`src/rtl/pipe_hazard_ctrl_if.sv`:
```
// pipe_hazard_ctrl_if: pipeline event inputs and per-stage stall/clear requests
// Pipe-side events:
//   LOAD_USE_HZ, MC_START, DMEM_WAIT, BR_REDIRECT, TRAP.
// Controller-side requests:
//   IF_STALL, <stage>_STALL/<stage>_CLEAR for ID1..WB2, and BUSY.
//   STALL_CYC/FLUSH_CNT are present only with PIPE_CTRL_PERF_EN.
// Modports:
//   master = pipe side, slave = controller side.
interface pipe_hazard_ctrl_if #(parameter int CNT_W = 32);
   logic LOAD_USE_HZ, MC_START, DMEM_WAIT, BR_REDIRECT, TRAP;
   logic IF_STALL;
   logic ID1_STALL, ID2_STALL, EX1_STALL, EX2_STALL, ME1_STALL, ME2_STALL, WB1_STALL, WB2_STALL;
   logic ID1_CLEAR, ID2_CLEAR, EX1_CLEAR, EX2_CLEAR, ME1_CLEAR, ME2_CLEAR, WB1_CLEAR, WB2_CLEAR;
   logic BUSY;
`ifdef PIPE_CTRL_PERF_EN
   logic [CNT_W-1:0] STALL_CYC, FLUSH_CNT;
`endif
   modport master (
      output LOAD_USE_HZ, MC_START, DMEM_WAIT, BR_REDIRECT, TRAP,
      input  IF_STALL,
             ID1_STALL, ID2_STALL, EX1_STALL, EX2_STALL, ME1_STALL, ME2_STALL, WB1_STALL, WB2_STALL,
             ID1_CLEAR, ID2_CLEAR, EX1_CLEAR, EX2_CLEAR, ME1_CLEAR, ME2_CLEAR, WB1_CLEAR, WB2_CLEAR,
             BUSY
`ifdef PIPE_CTRL_PERF_EN
      , input STALL_CYC, FLUSH_CNT
`endif
   );
   modport slave (
      input  LOAD_USE_HZ, MC_START, DMEM_WAIT, BR_REDIRECT, TRAP,
      output IF_STALL,
             ID1_STALL, ID2_STALL, EX1_STALL, EX2_STALL, ME1_STALL, ME2_STALL, WB1_STALL, WB2_STALL,
             ID1_CLEAR, ID2_CLEAR, EX1_CLEAR, EX2_CLEAR, ME1_CLEAR, ME2_CLEAR, WB1_CLEAR, WB2_CLEAR,
             BUSY
`ifdef PIPE_CTRL_PERF_EN
      , output STALL_CYC, FLUSH_CNT
`endif
   );
endinterface

```
`src/rtl/pipe_hazard_ctrl.sv`:
```
// pipe_hazard_ctrl: per-stage stall/clear sequencing for the nine-stage core pipe
// Ports:
//   CLK  core clock
//   RST  synchronous active-high reset
//   bus  pipe_hazard_ctrl_if.slave (events in, stall/clear/BUSY out)
// Stage index: IF=0 ID1=1 ID2=2 EX1=3 EX2=4 ME1=5 ME2=6 WB1=7 WB2=8.
// Optional: define PIPE_CTRL_PERF_EN to add STALL_CYC/FLUSH_CNT counters.
module pipe_hazard_ctrl #(
   parameter int MC_LAT   = 4,
   parameter int RST_HOLD = 2,
   parameter int CNT_W    = 32
) (
   input logic CLK,
   input logic RST,
   pipe_hazard_ctrl_if.slave bus
);
   typedef enum logic [1:0] {HOLD, RUN, MC} state_t;
   state_t state, state_n;
   logic [3:0] hold_cnt, hold_cnt_n, mc_cnt, mc_cnt_n;
   logic redir_pend, redir_pend_n;
   logic [8:0] stall;
   logic [8:1] clear;
   logic mc_act, ex2_stall, redir;
   // A single-cycle op (MC_LAT=1) never stalls EX2.
   assign mc_act = (state == MC) || (bus.MC_START && MC_LAT > 1);
   assign ex2_stall = bus.DMEM_WAIT || mc_act;
   assign redir = bus.BR_REDIRECT || redir_pend;
   always_comb begin
      state_n = state;
      hold_cnt_n = hold_cnt;
      mc_cnt_n = mc_cnt;
      redir_pend_n = redir_pend;
      stall = '0;
      clear = '0;
      if (RST) begin
         stall[0] = 1'b1;
         clear = '1;
      end else if (bus.TRAP) begin
         clear[7:1] = '1;
         state_n = RUN;
         mc_cnt_n = '0;
         redir_pend_n = 1'b0;
      end else if (state == HOLD) begin
         stall[0] = 1'b1;
         clear[1] = 1'b1;
         hold_cnt_n = hold_cnt - 4'd1;
         state_n = (hold_cnt <= 4'd1) ? RUN : HOLD;
      end else begin
         if (bus.DMEM_WAIT) begin
            stall[6:0] = '1;
            clear[7] = 1'b1;
         end else if (mc_act) begin
            stall[4:0] = '1;
            clear[5] = 1'b1;
         end else if (bus.LOAD_USE_HZ) begin
            stall[2:0] = '1;
            clear[3] = 1'b1;
         end
         // With EX2 free any active stall is at ID2 or younger, so the flush covers it.
         if (redir && !ex2_stall) begin
            stall[3:0] = '0;
            clear[3:1] = '1;
            redir_pend_n = 1'b0;
         end else if (redir) begin
            redir_pend_n = 1'b1;
         end
         // The MC_START cycle is the first stall cycle, so MC itself lasts MC_LAT-2 cycles.
         if (state == MC) begin
            mc_cnt_n = mc_cnt - 4'd1;
            state_n = (mc_cnt <= 4'd1) ? RUN : MC;
         end else if (bus.MC_START && MC_LAT > 2) begin
            mc_cnt_n = 4'(MC_LAT - 2);
            state_n = MC;
         end
      end
   end
   always_ff @(posedge CLK) begin
      if (RST) begin
         state <= (RST_HOLD == 0) ? RUN : HOLD;
         hold_cnt <= 4'(RST_HOLD);
         mc_cnt <= '0;
         redir_pend <= 1'b0;
      end else begin
         state <= state_n;
         hold_cnt <= hold_cnt_n;
         mc_cnt <= mc_cnt_n;
         redir_pend <= redir_pend_n;
      end
   end
`ifdef PIPE_CTRL_PERF_EN
   logic [CNT_W-1:0] stall_cyc, flush_cnt;
   logic redir_apply;
   assign redir_apply = !RST && !bus.TRAP && state != HOLD && redir && !ex2_stall;
   always_ff @(posedge CLK) begin
      if (RST) begin
         stall_cyc <= '0;
         flush_cnt <= '0;
      end else begin
         if (stall[0] && state != HOLD && !(&stall_cyc)) stall_cyc <= stall_cyc + CNT_W'(1);
         if ((bus.TRAP || redir_apply) && !(&flush_cnt)) flush_cnt <= flush_cnt + CNT_W'(1);
      end
   end
   assign bus.STALL_CYC = stall_cyc;
   assign bus.FLUSH_CNT = flush_cnt;
`endif
   assign bus.IF_STALL  = stall[0];
   assign bus.ID1_STALL = stall[1];
   assign bus.ID2_STALL = stall[2];
   assign bus.EX1_STALL = stall[3];
   assign bus.EX2_STALL = stall[4];
   assign bus.ME1_STALL = stall[5];
   assign bus.ME2_STALL = stall[6];
   assign bus.WB1_STALL = stall[7];
   assign bus.WB2_STALL = stall[8];
   assign bus.ID1_CLEAR = clear[1];
   assign bus.ID2_CLEAR = clear[2];
   assign bus.EX1_CLEAR = clear[3];
   assign bus.EX2_CLEAR = clear[4];
   assign bus.ME1_CLEAR = clear[5];
   assign bus.ME2_CLEAR = clear[6];
   assign bus.WB1_CLEAR = clear[7];
   assign bus.WB2_CLEAR = clear[8];
   assign bus.BUSY = (state != RUN) || redir_pend;
endmodule
```
`src/flat_wrapper.sv`:
```
// flat-port wrapper written by rule: the top's interface ports become plain ports
module pipe_hazard_ctrl_flat 
#(
   parameter int MC_LAT   = 4,
   parameter int RST_HOLD = 2,
   parameter int CNT_W    = 32
)
  (CLK, RST, bus_LOAD_USE_HZ, bus_MC_START, bus_DMEM_WAIT, bus_BR_REDIRECT, bus_TRAP, bus_IF_STALL, bus_ID1_STALL, bus_ID2_STALL, bus_EX1_STALL, bus_EX2_STALL, bus_ME1_STALL, bus_ME2_STALL, bus_WB1_STALL, bus_WB2_STALL, bus_ID1_CLEAR, bus_ID2_CLEAR, bus_EX1_CLEAR, bus_EX2_CLEAR, bus_ME1_CLEAR, bus_ME2_CLEAR, bus_WB1_CLEAR, bus_WB2_CLEAR, bus_BUSY);
  pipe_hazard_ctrl_if #(.CNT_W(CNT_W)) bus_i ();
  input logic CLK;
  input logic RST;
  input wire logic [$bits(bus_i.LOAD_USE_HZ)-1:0] bus_LOAD_USE_HZ;
  input wire logic [$bits(bus_i.MC_START)-1:0] bus_MC_START;
  input wire logic [$bits(bus_i.DMEM_WAIT)-1:0] bus_DMEM_WAIT;
  input wire logic [$bits(bus_i.BR_REDIRECT)-1:0] bus_BR_REDIRECT;
  input wire logic [$bits(bus_i.TRAP)-1:0] bus_TRAP;
  output wire logic [$bits(bus_i.IF_STALL)-1:0] bus_IF_STALL;
  output wire logic [$bits(bus_i.ID1_STALL)-1:0] bus_ID1_STALL;
  output wire logic [$bits(bus_i.ID2_STALL)-1:0] bus_ID2_STALL;
  output wire logic [$bits(bus_i.EX1_STALL)-1:0] bus_EX1_STALL;
  output wire logic [$bits(bus_i.EX2_STALL)-1:0] bus_EX2_STALL;
  output wire logic [$bits(bus_i.ME1_STALL)-1:0] bus_ME1_STALL;
  output wire logic [$bits(bus_i.ME2_STALL)-1:0] bus_ME2_STALL;
  output wire logic [$bits(bus_i.WB1_STALL)-1:0] bus_WB1_STALL;
  output wire logic [$bits(bus_i.WB2_STALL)-1:0] bus_WB2_STALL;
  output wire logic [$bits(bus_i.ID1_CLEAR)-1:0] bus_ID1_CLEAR;
  output wire logic [$bits(bus_i.ID2_CLEAR)-1:0] bus_ID2_CLEAR;
  output wire logic [$bits(bus_i.EX1_CLEAR)-1:0] bus_EX1_CLEAR;
  output wire logic [$bits(bus_i.EX2_CLEAR)-1:0] bus_EX2_CLEAR;
  output wire logic [$bits(bus_i.ME1_CLEAR)-1:0] bus_ME1_CLEAR;
  output wire logic [$bits(bus_i.ME2_CLEAR)-1:0] bus_ME2_CLEAR;
  output wire logic [$bits(bus_i.WB1_CLEAR)-1:0] bus_WB1_CLEAR;
  output wire logic [$bits(bus_i.WB2_CLEAR)-1:0] bus_WB2_CLEAR;
  output wire logic [$bits(bus_i.BUSY)-1:0] bus_BUSY;
  assign bus_i.LOAD_USE_HZ = bus_LOAD_USE_HZ;
  assign bus_i.MC_START = bus_MC_START;
  assign bus_i.DMEM_WAIT = bus_DMEM_WAIT;
  assign bus_i.BR_REDIRECT = bus_BR_REDIRECT;
  assign bus_i.TRAP = bus_TRAP;
  assign bus_IF_STALL = bus_i.IF_STALL;
  assign bus_ID1_STALL = bus_i.ID1_STALL;
  assign bus_ID2_STALL = bus_i.ID2_STALL;
  assign bus_EX1_STALL = bus_i.EX1_STALL;
  assign bus_EX2_STALL = bus_i.EX2_STALL;
  assign bus_ME1_STALL = bus_i.ME1_STALL;
  assign bus_ME2_STALL = bus_i.ME2_STALL;
  assign bus_WB1_STALL = bus_i.WB1_STALL;
  assign bus_WB2_STALL = bus_i.WB2_STALL;
  assign bus_ID1_CLEAR = bus_i.ID1_CLEAR;
  assign bus_ID2_CLEAR = bus_i.ID2_CLEAR;
  assign bus_EX1_CLEAR = bus_i.EX1_CLEAR;
  assign bus_EX2_CLEAR = bus_i.EX2_CLEAR;
  assign bus_ME1_CLEAR = bus_i.ME1_CLEAR;
  assign bus_ME2_CLEAR = bus_i.ME2_CLEAR;
  assign bus_WB1_CLEAR = bus_i.WB1_CLEAR;
  assign bus_WB2_CLEAR = bus_i.WB2_CLEAR;
  assign bus_BUSY = bus_i.BUSY;
  pipe_hazard_ctrl #(.MC_LAT(MC_LAT), .RST_HOLD(RST_HOLD), .CNT_W(CNT_W)) u_core (.CLK(CLK), .RST(RST), .bus(bus_i));
endmodule
```
`config.mk`:
```
export PLATFORM = sky130hd
export DESIGN_NAME = pipe_hazard_ctrl_flat
export DESIGN_NICKNAME = d
export VERILOG_FILES = /design/src/rtl/pipe_hazard_ctrl_if.sv /design/src/rtl/pipe_hazard_ctrl.sv /design/src/flat_wrapper.sv
export SDC_FILE = /design/constraint.sdc
export NUM_CORES = 1
export LEC_CHECK = 0
export ABC_AREA = 0
export BUFFER_PORTS_ARGS = -buffer_cell sky130_fd_sc_hd__buf_2
export CAP_MARGIN = 20
export CORE_MARGIN = 4
export CORE_UTILIZATION = 43
export CTS_CLUSTER_SIZE = 20
export DETAILED_ROUTE_END_ITERATION = 8
export PLACE_DENSITY_LB_ADDON = 0.25
export SYNTH_ARGS = -nofsm -noshare
export SYNTH_HDL_FRONTEND = slang
export SYNTH_SLANG_ARGS = --single-unit
```
`constraint.sdc`:
```
create_clock -name CLK -period 1.4 [get_ports CLK]
set_input_delay 0.21 -clock CLK [delete_from_list [all_inputs] [get_ports CLK]]
set_output_delay 0.21 -clock CLK [all_outputs]
set_load 0.02 [all_outputs]
```
==> results_dict.tcl, run 1 <==
set metrics [dict create \
    root_buffer "clkbuf_4" \
    critical_path_required_ps 1190 \
    synth_xor_area_share_pct 2.418 \
    post-route-util_pct 66.48 \
    cts_sinks 11 \
    clock-skew-final_ps 6.193 \
    power.leakage_nw 0.4614 \
    htree_levels 1 \
    cts_tree "built" \
    dp_slack_ps -76.11 \
    firstDrtPassIters 3 \
    crit_path_start "u_core.state[0]" \
    grt.overflow.total 0 \
    synthAdderAreaFrac_pct 6.908 \
    rows 14 \
    dr_total_vias 737 \
    via_per_inst 5.227 \
    ir_drop_v 0.0007662 \
    clk_path_buf_depth 2 \
    synth_seq_cells 11 \
    cap_violations 0 \
    critPathArrivalTime_ps 1330 \
    postSynthAreaPerCell_um2 7.961 \
    antenna_found_initial 0 \
    initial_core_util_pct 47.00 \
    synthCells 91 \
    hold_path_class "in2reg" \
    syn_area_um2 724.4 \
    ctsHoldBuffers 0 \
    yosysSeqAreaShare_pct 30.40 \
    routedWlPerCell_um 13.28 \
    rsz0062_at_grt "true" \
    violations "negative setup slack" \
    grt_max_degree 9 \
    outcome "finished, violations left" \
    setup_ws_ps -143.8 \
    timing.final.crit_share_pct 110.3 \
    fmax_mhz 647.8 \
    hpwl_um 1366 \
    synth_compound_area_share_pct 16.23 \
    synth_simple_gate_area_share_pct 25.39 \
    gp_congestion 0.8296 \
    power_mw 0.8161 \
    grt_pass1_wl_um 3256 \
    port_buffers 22 \
    synth_cell_type_count 34 \
    synth_top_family_by_area "simple AND/OR/NAND/NOR gates" \
    die_h_um 49.05 \
    clk_pin_slew_ps 70 \
    core_region_area_um2 1541 \
    p_per_area_nw_per_um2 796.4 \
    drc 0 \
    min_period_ps 1544 \
    setup_viol_count_final 12 \
    worstSetupPathType "reg2out" \
    die-area_um2 2405 \
    end_kind "output pin" \
    grt_usage_pct 17.09 \
    synthMuxAreaShare_pct 5.527 \
    drt-total-wl_um 1873 \
    num_antenna_cells 0 \
    r2r_start "u_core.state[0]" \
    drive_gt1_share_pct 45.60 \
    fp.dieW_um 49.05 \
    hold_viol 0 \
    ys_warn_count 0 \
    cts_buffers 3 \
    ant_nets 0 \
    clock_latency_ps 260 \
    syn_to_final_growth_pct 41.45 \
    io_pins 25 \
    grt_pass1_vias 701 \
    nNetsFinal 137 \
    slew_viol_final 0 \
    start_kind "flip-flop" \
    drtIter0Drc 8 \
    hold_start "RST" \
    path_max_fanout 4 \
]
==> per-layer routing <==
layer  vias up  part of all wire (%)  track usage (%)
li1        372                     -                -
met1       345                    41            20.37
met2        14                    52            28.48
met3         6                   3.5            4.587
met4         0                   3.0            7.175
met5         -                     0                0
==> report_power, final <==
part / switching [mW] / leakage [nW] / internal, mW
sequential: 0.0138 / 0.0913 / 0.330
combinational: 0.138 / 0.355 / 0.125
clock: 0.0987 / 0.0150 / 0.110
==> synth_stat cells (all sizes together) <==
library cell / n / area, um2
o21ai: 4 / 20.02
ha: 4 / 50.05
a21boi: 1 / 7.510
a21bo: 1 / 10.01
o21bai: 1 / 7.510
a21oi: 6 / 30.03
buf: 8 / 63.81
or4: 1 / 7.510
nand3: 1 / 5.000
nor3b: 1 / 7.510
a211o: 1 / 10.01
nand3b: 1 / 7.510
nor2b: 4 / 25.02
clkbuf: 2 / 8.750
or3: 3 / 18.77
a21o: 1 / 7.510
xnor2: 2 / 17.52
nor4b: 2 / 17.52
a311oi: 1 / 8.760
conb: 1 / 3.750
mux2i: 4 / 40.04
a221oi: 1 / 8.760
inv: 4 / 15.01
nor3: 1 / 5.000
o31ai: 1 / 7.510
nand2: 6 / 22.52
and3: 1 / 6.260
or2: 2 / 12.52
nor2: 13 / 48.80
clkinv: 1 / 3.750
dfxtp: 11 / 220.2
==> flip-flops by register name (all words and copies together), names as in the netlist <==
register	flops
u_core.hold_cnt	4
u_core.mc_cnt	4
u_core.state	2
u_core.redir_pend	1
==> worst paths after layout <==
| check | endpoint | slack, ps | depth (start not counted) |
|---|---|---|---|
| worst max-delay path | bus_EX1_CLEAR | -140 | 5 |
| worst min-delay path | u_core.state[0] | 250 | 3 |
| worst max register to register | u_core.hold_cnt[3] | 30 | 4 |
| worst min register to register | u_core.hold_cnt[3] | 490 | 2 |
==> area by class of cell <==
cell class,instances,area [um2]
Multi-Input combinational cell,66,474.2
Clock buffer,4,26.28
Inverter,5,18.77
Fill cell,138,516.7
Sequential cell,11,226.5
Tap cell,16,20.02
Timing Repair Buffer,39,259.0
==> through the flow <==
step | instance area (um2) | TNS (ps) | instances | hold WS (ps)
after floorplan | 733.2 | -235.7 | 92 | 279.1
after global placement | 888.4 | -121.8 | 133 | 468.7
after detailed placement | 888.4 | -212.5 | 133 | 481.6
after CTS | 983.4 | -1255 | 140 | 246.2
after global routing | 1025 | -2405 | 141 | 245.6
final | 1025 | -1366 | 141 | 254.9
==> repair_timing <==
| action | in CTS | in global routing |
|---|---|---|
| endpoints found under the hold margin | 0 | 0 |
| endpoints found under the setup margin | 13 | 16 |
| buffers inserted | 3 | 1 |
| pin swaps | 4 | 2 |
| resized for setup | 15 | 11 |
==> critical path: stages (launching register included) <==
cell	delay [ps]
dfxtp_4	360
nor3b_4	250
buf_4	160
o31ai_2	60
nand2_1	110
buf_6	130
==> layout by cell type, fill, tap and decap left out, drive strengths merged, types with 2 or more instances in the layout <==
master  instances
buf            39
nor2           13
dfxtp          11
nand2           6
a21oi           6
inv             4
ha              4
mux2i           4
clkbuf          4
o21ai           4
nor2b           4
or3             3
nor4b           2
conb            2
or2             2
xnor2           2
==> cell families after synthesis <==
family	after synthesis
AND/OR/NAND/NOR	36
multiplexers	4
other	1
AO/OA/AOI/OAI	18
flip-flops	11
buffers and inverters	15
XOR/XNOR	2
adder cells (fa/ha/maj)	4
Power figures use the tool's default switching activity.
==> run 2, diff against run 1 <==
--- a/config.mk
+++ b/config.mk
@@ -12,7 +12,8 @@
 export CORE_UTILIZATION = 43
 export CTS_CLUSTER_SIZE = 20
 export DETAILED_ROUTE_END_ITERATION = 8
-export PLACE_DENSITY_LB_ADDON = 0.25
+export PLACE_DENSITY = 0.79
+export SKIP_CTS_REPAIR_TIMING = 1
 export SYNTH_ARGS = -nofsm -noshare
 export SYNTH_HDL_FRONTEND = slang
 export SYNTH_SLANG_ARGS = --single-unit
==> results_dict.tcl, run 2 (synthesis gave the netlist of run 1 again) <==
set metrics [dict create \
    outcome "finished, violations left" \
    critPathArrivalTime_ps 1360 \
    power_mw 0.8460 \
    slew_viol_final 0 \
    ant_nets 0 \
    clk_path_buf_depth 2 \
    grt_pass1_vias 701 \
    intPower_mw 0.5603 \
    setup_ws_ps -170.0 \
    initial_core_util_pct 47.00 \
    cap_violations 0 \
    syn_to_final_growth_pct 39.72 \
    rows 14 \
    power.leakage_nw 0.4435 \
    layout_common_cells "buf_2, nor2_1, buf_4" \
    nNetsFinal 133 \
    clock_latency_ps 290 \
    antenna_found_initial 0 \
    swShare_pct 33.77 \
    whs_ps 243.2 \
    setup_viol_count_final 12 \
    final_cells 137 \
    ir_drop_v 0.0005837 \
    htree_levels 1 \
    violations "negative setup slack" \
    worstPathCellList "nor3b_4 -> a21boi_2 -> o21bai_1 -> buf_2" \
    core_region_area_um2 1541 \
    fmax_mhz 636.9 \
    setup_tns_ps -1345 \
    die_h_um 49.05 \
    drc 0 \
    p_comb_share_pct 30.4 \
    rsz0062_at_grt "true" \
    drtIter0Drc 22 \
    gp_congestion 0.8996 \
    dr_total_vias 760 \
    port_buffers 22 \
    pwr-share-seq_pct 40.9 \
    dpl.cell_count 130 \
    worstSetupPathType "reg2out" \
    min_period_ps 1570 \
    num_antenna_cells 0 \
    p_switching_mw 0.2857 \
    start_kind "flip-flop" \
    grt.overflow.total 0 \
    io_pins 25 \
    met3_usage_pct 6.116 \
    end_kind "output pin" \
    grt_usage_pct 15.83 \
    timing.final.crit_share_pct 112.1 \
    post-route-util_pct 65.67 \
    grt_max_degree 10 \
    clk_pin_slew_ps 80 \
    use_met2_pct 24.78 \
    critPathSlowestCell "dfxtp_4" \
    busiest_layer "met2" \
    root_buffer "clkbuf_4" \
    hpwl_um 1342 \
    path_max_fanout 4 \
    critical_path_required_ps 1190 \
    routedWlPerCell_um 14.77 \
    fill_cells 131 \
    met1_usage_pct 17.41 \
    cts_tree "built" \
    hold_viol 0 \
    via_per_inst 5.547 \
    drive_gt1_share_pct 45.45 \
    path_buf_inv 1 \
    hold_path_class "in2reg" \
    p_per_area_nw_per_um2 835.8 \
    p_clk_share_pct 28.7 \
    layout_commonest_cell "buf_2" \
    cts_buffers 3 \
    crit_family "flip-flops" \
    firstDrtPassIters 4 \
    slowest_delay_ps 370 \
    die-area_um2 2405 \
    fp.dieW_um 49.05 \
    drt-total-wl_um 2024 \
    grt_pass1_wl_um 2980 \
    cts_sinks 11 \
    top_regs "u_core.hold_cnt x4, u_core.mc_cnt x4, u_core.state x2" \
    clock-skew-final_ps 9.203 \
]
[run 2: per-stage QoR]
step,setup slack (ps),instance area [um2]
6_report,-170.0,1012
5_1_grt,-220.8,1012
4_1_cts,-372.1,892.1
3_5_place_dp,-63.01,865.8
3_3_place_gp,-39.47,865.8
2_1_floorplan,-90.08,733.2
[run 2: layout make-up]
class                           count  area (um2)  area share, %
Clock buffer                        4       26.28          2.596
Multi-Input combinational cell     66       479.2          47.34
Sequential cell                    11       227.7          22.50
Tap cell                           16       20.02          1.978
Inverter                            5       18.77          1.854
Timing Repair Buffer               35       240.2          23.73
[run 2: layer usage]
metal	wire length [um]	vias up
li1	-	360
met2	1079	22
met4	78	0
met3	110	9
met1	756	369
met5	0	-
[run 2: path summary, 6_finish.rpt]
kind	start	to	slack (ps)	depth (start not counted)
worst min register to register	u_core.mc_cnt[3]	u_core.mc_cnt[3]	500	2
worst max-delay path	u_core.state[0]	bus_IF_STALL	-170	4
worst min-delay path	RST	u_core.hold_cnt[3]	240	3
worst max register to register	u_core.state[0]	u_core.hold_cnt[3]	10	4
[run 2: tightest hold or removal path: cells and delay by family]
| family | cells | cell delay [ps] |
|---|---|---|
| AO/OA/AOI/OAI | 1 | 30 |
| buffers and inverters | 2 | 250 |
[run 2: power by group through the flow]
| stage | Combinational, mW | Clock [mW] | Sequential (mW) |
|---|---|---|---|
| 3_3_place_gp | 0.199 | 0 | 0.351 |
| 5_1_grt | 0.279 | 0.261 | 0.348 |
| 2_1_floorplan | 0.145 | 0 | 0.347 |
| 6_report | 0.257 | 0.243 | 0.346 |
| 3_5_place_dp | 0.205 | 0 | 0.351 |
| 4_1_cts | 0.207 | 0.248 | 0.344 |
==> run 3, diff against run 2 <==
--- a/config.mk
+++ b/config.mk
@@ -13,7 +13,7 @@
 export CTS_CLUSTER_SIZE = 20
 export DETAILED_ROUTE_END_ITERATION = 8
 export PLACE_DENSITY = 0.79
-export SKIP_CTS_REPAIR_TIMING = 1
+export REMOVE_ABC_BUFFERS = 1
 export SYNTH_ARGS = -nofsm -noshare
 export SYNTH_HDL_FRONTEND = slang
 export SYNTH_SLANG_ARGS = --single-unit
==> results_dict.tcl, run 3 (synthesis gave the netlist of run 1 again) <==
set metrics [dict create \
    clock_latency_ps 280 \
    layout_commonest_cell "buf_4" \
    cts_tree "built" \
    ctsHoldBuffers 0 \
    cts_buffers 3 \
    initial_core_util_pct 47.00 \
    power.leakage_nw 0.4663 \
    outcome "finished, violations left" \
    clk_pin_slew_ps 80 \
    critPathArrivalTime_ps 1340 \
    dp_slack_ps -56.68 \
    rows 14 \
    die-area_um2 2405 \
    routedWlPerCell_um 15.61 \
    path_max_fanout 9 \
    cts_sinks 11 \
    port_buffers 22 \
    die_h_um 49.05 \
    slew_viol_final 0 \
    firstDrtPassIters 4 \
    gp_congestion 0.8070 \
    io_pins 25 \
    rsz0062_at_grt "true" \
    drive_gt1_share_pct 50.40 \
    drt-total-wl_um 2201 \
    worstSetupPathType "reg2out" \
    grt_pass1_wl_um 3663 \
    setup_ws_ps -154.4 \
    hold_viol 0 \
    antenna_found_initial 0 \
    grt.overflow.total 0 \
    hold_path_class "in2reg" \
    core_region_area_um2 1541 \
    syn_to_final_growth_pct 48.01 \
    critical_path_required_ps 1190 \
    fmax_mhz 643.4 \
    start_kind "flip-flop" \
    clk_path_buf_depth 2 \
    ir_drop_v 0.0004880 \
    ant_nets 0 \
    num_antenna_cells 0 \
    cap_violations 0 \
    drc 0 \
    dr_total_vias 770 \
    end_kind "output pin" \
    p_per_area_nw_per_um2 787.4 \
    min_period_ps 1554 \
    grt_max_degree 10 \
    violations "negative setup slack" \
    fp.dieW_um 49.05 \
    via_per_inst 5.461 \
    nNetsFinal 137 \
    whs_ps 185.7 \
    htree_levels 1 \
    timing.final.crit_share_pct 111.0 \
    setup_viol_count_final 12 \
    clock-skew-final_ps 7.764 \
    top_regs "u_core.hold_cnt x4, u_core.mc_cnt x4, u_core.state x2" \
    root_buffer "clkbuf_4" \
    grt_usage_pct 19.32 \
    layout_common_cells "buf_4, buf_2, nor2_1" \
    hpwl_um 1434 \
    drtIter0Drc 13 \
    grt_pass1_vias 792 \
]
==> run 3: metal layers <==
layer	part of all wire, %	vias to the layer above	global-route usage (%)
met4	3.5	0	13.45
met2	52	28	32.17
met1	39	365	21.40
li1	-	370	-
met5	0	-	0
met3	5.5	7	4.281
==> run 3: worst max-delay path, cell delays in order (launching register included) <==
cell and delay [ps]:
dfxtp_4 380, buf_4 170, mux2i_2 250, o21ai_0 100, buf_2 160
==> run 3: path summary, 6_finish.rpt <==
| path | slack (ps) | cells past startpoint | endpoint | from |
|---|---|---|---|---|
| max | -150 | 4 | bus_ME1_CLEAR | u_core.state[0] |
| min | 190 | 2 | u_core.state[0] | RST |
| max reg2reg | 30 | 3 | u_core.hold_cnt[3] | u_core.state[0] |
| min reg2reg | 490 | 2 | u_core.hold_cnt[3] | u_core.hold_cnt[3] |
==> run 3: layout make-up <==
type,count,area [um2]
Inverter,5,18.77
Sequential cell,11,230.2
Tap cell,16,20.02
Fill cell,125,469.2
Timing Repair Buffer,39,297.8
Clock buffer,4,26.28
Multi-Input combinational cell,66,479.2
==> run 3: power breakdown <==
group          total, mW  switching, mW  internal [mW]
clock network      0.233          0.122          0.111
logic              0.266          0.140          0.126
registers          0.345         0.0165          0.329
==> run 3: repair_timing <==
item	4_1_cts	5_1_grt
buffers inserted	4	2
resized for setup	37	8
pin swaps	8	4
setup endpoints to repair	14	17
==> run 3: per-stage QoR <==
step / power (mW) / std cells / util [%] / instance area, um2 / setup TNS, ps
after floorplan: 0.4712 / 82 / - / 655.6 / -1161
after global placement: 0.5511 / 131 / 56.33 / 868.3 / 0
after detailed placement: 0.5591 / 131 / 56.33 / 868.3 / -83.74
after CTS: 0.8336 / 139 / 67.05 / 1033 / -804.4
after global routing: 0.8865 / 141 / 69.56 / 1072 / -1795
final: 0.8443 / 141 / 69.56 / 1072 / -1000
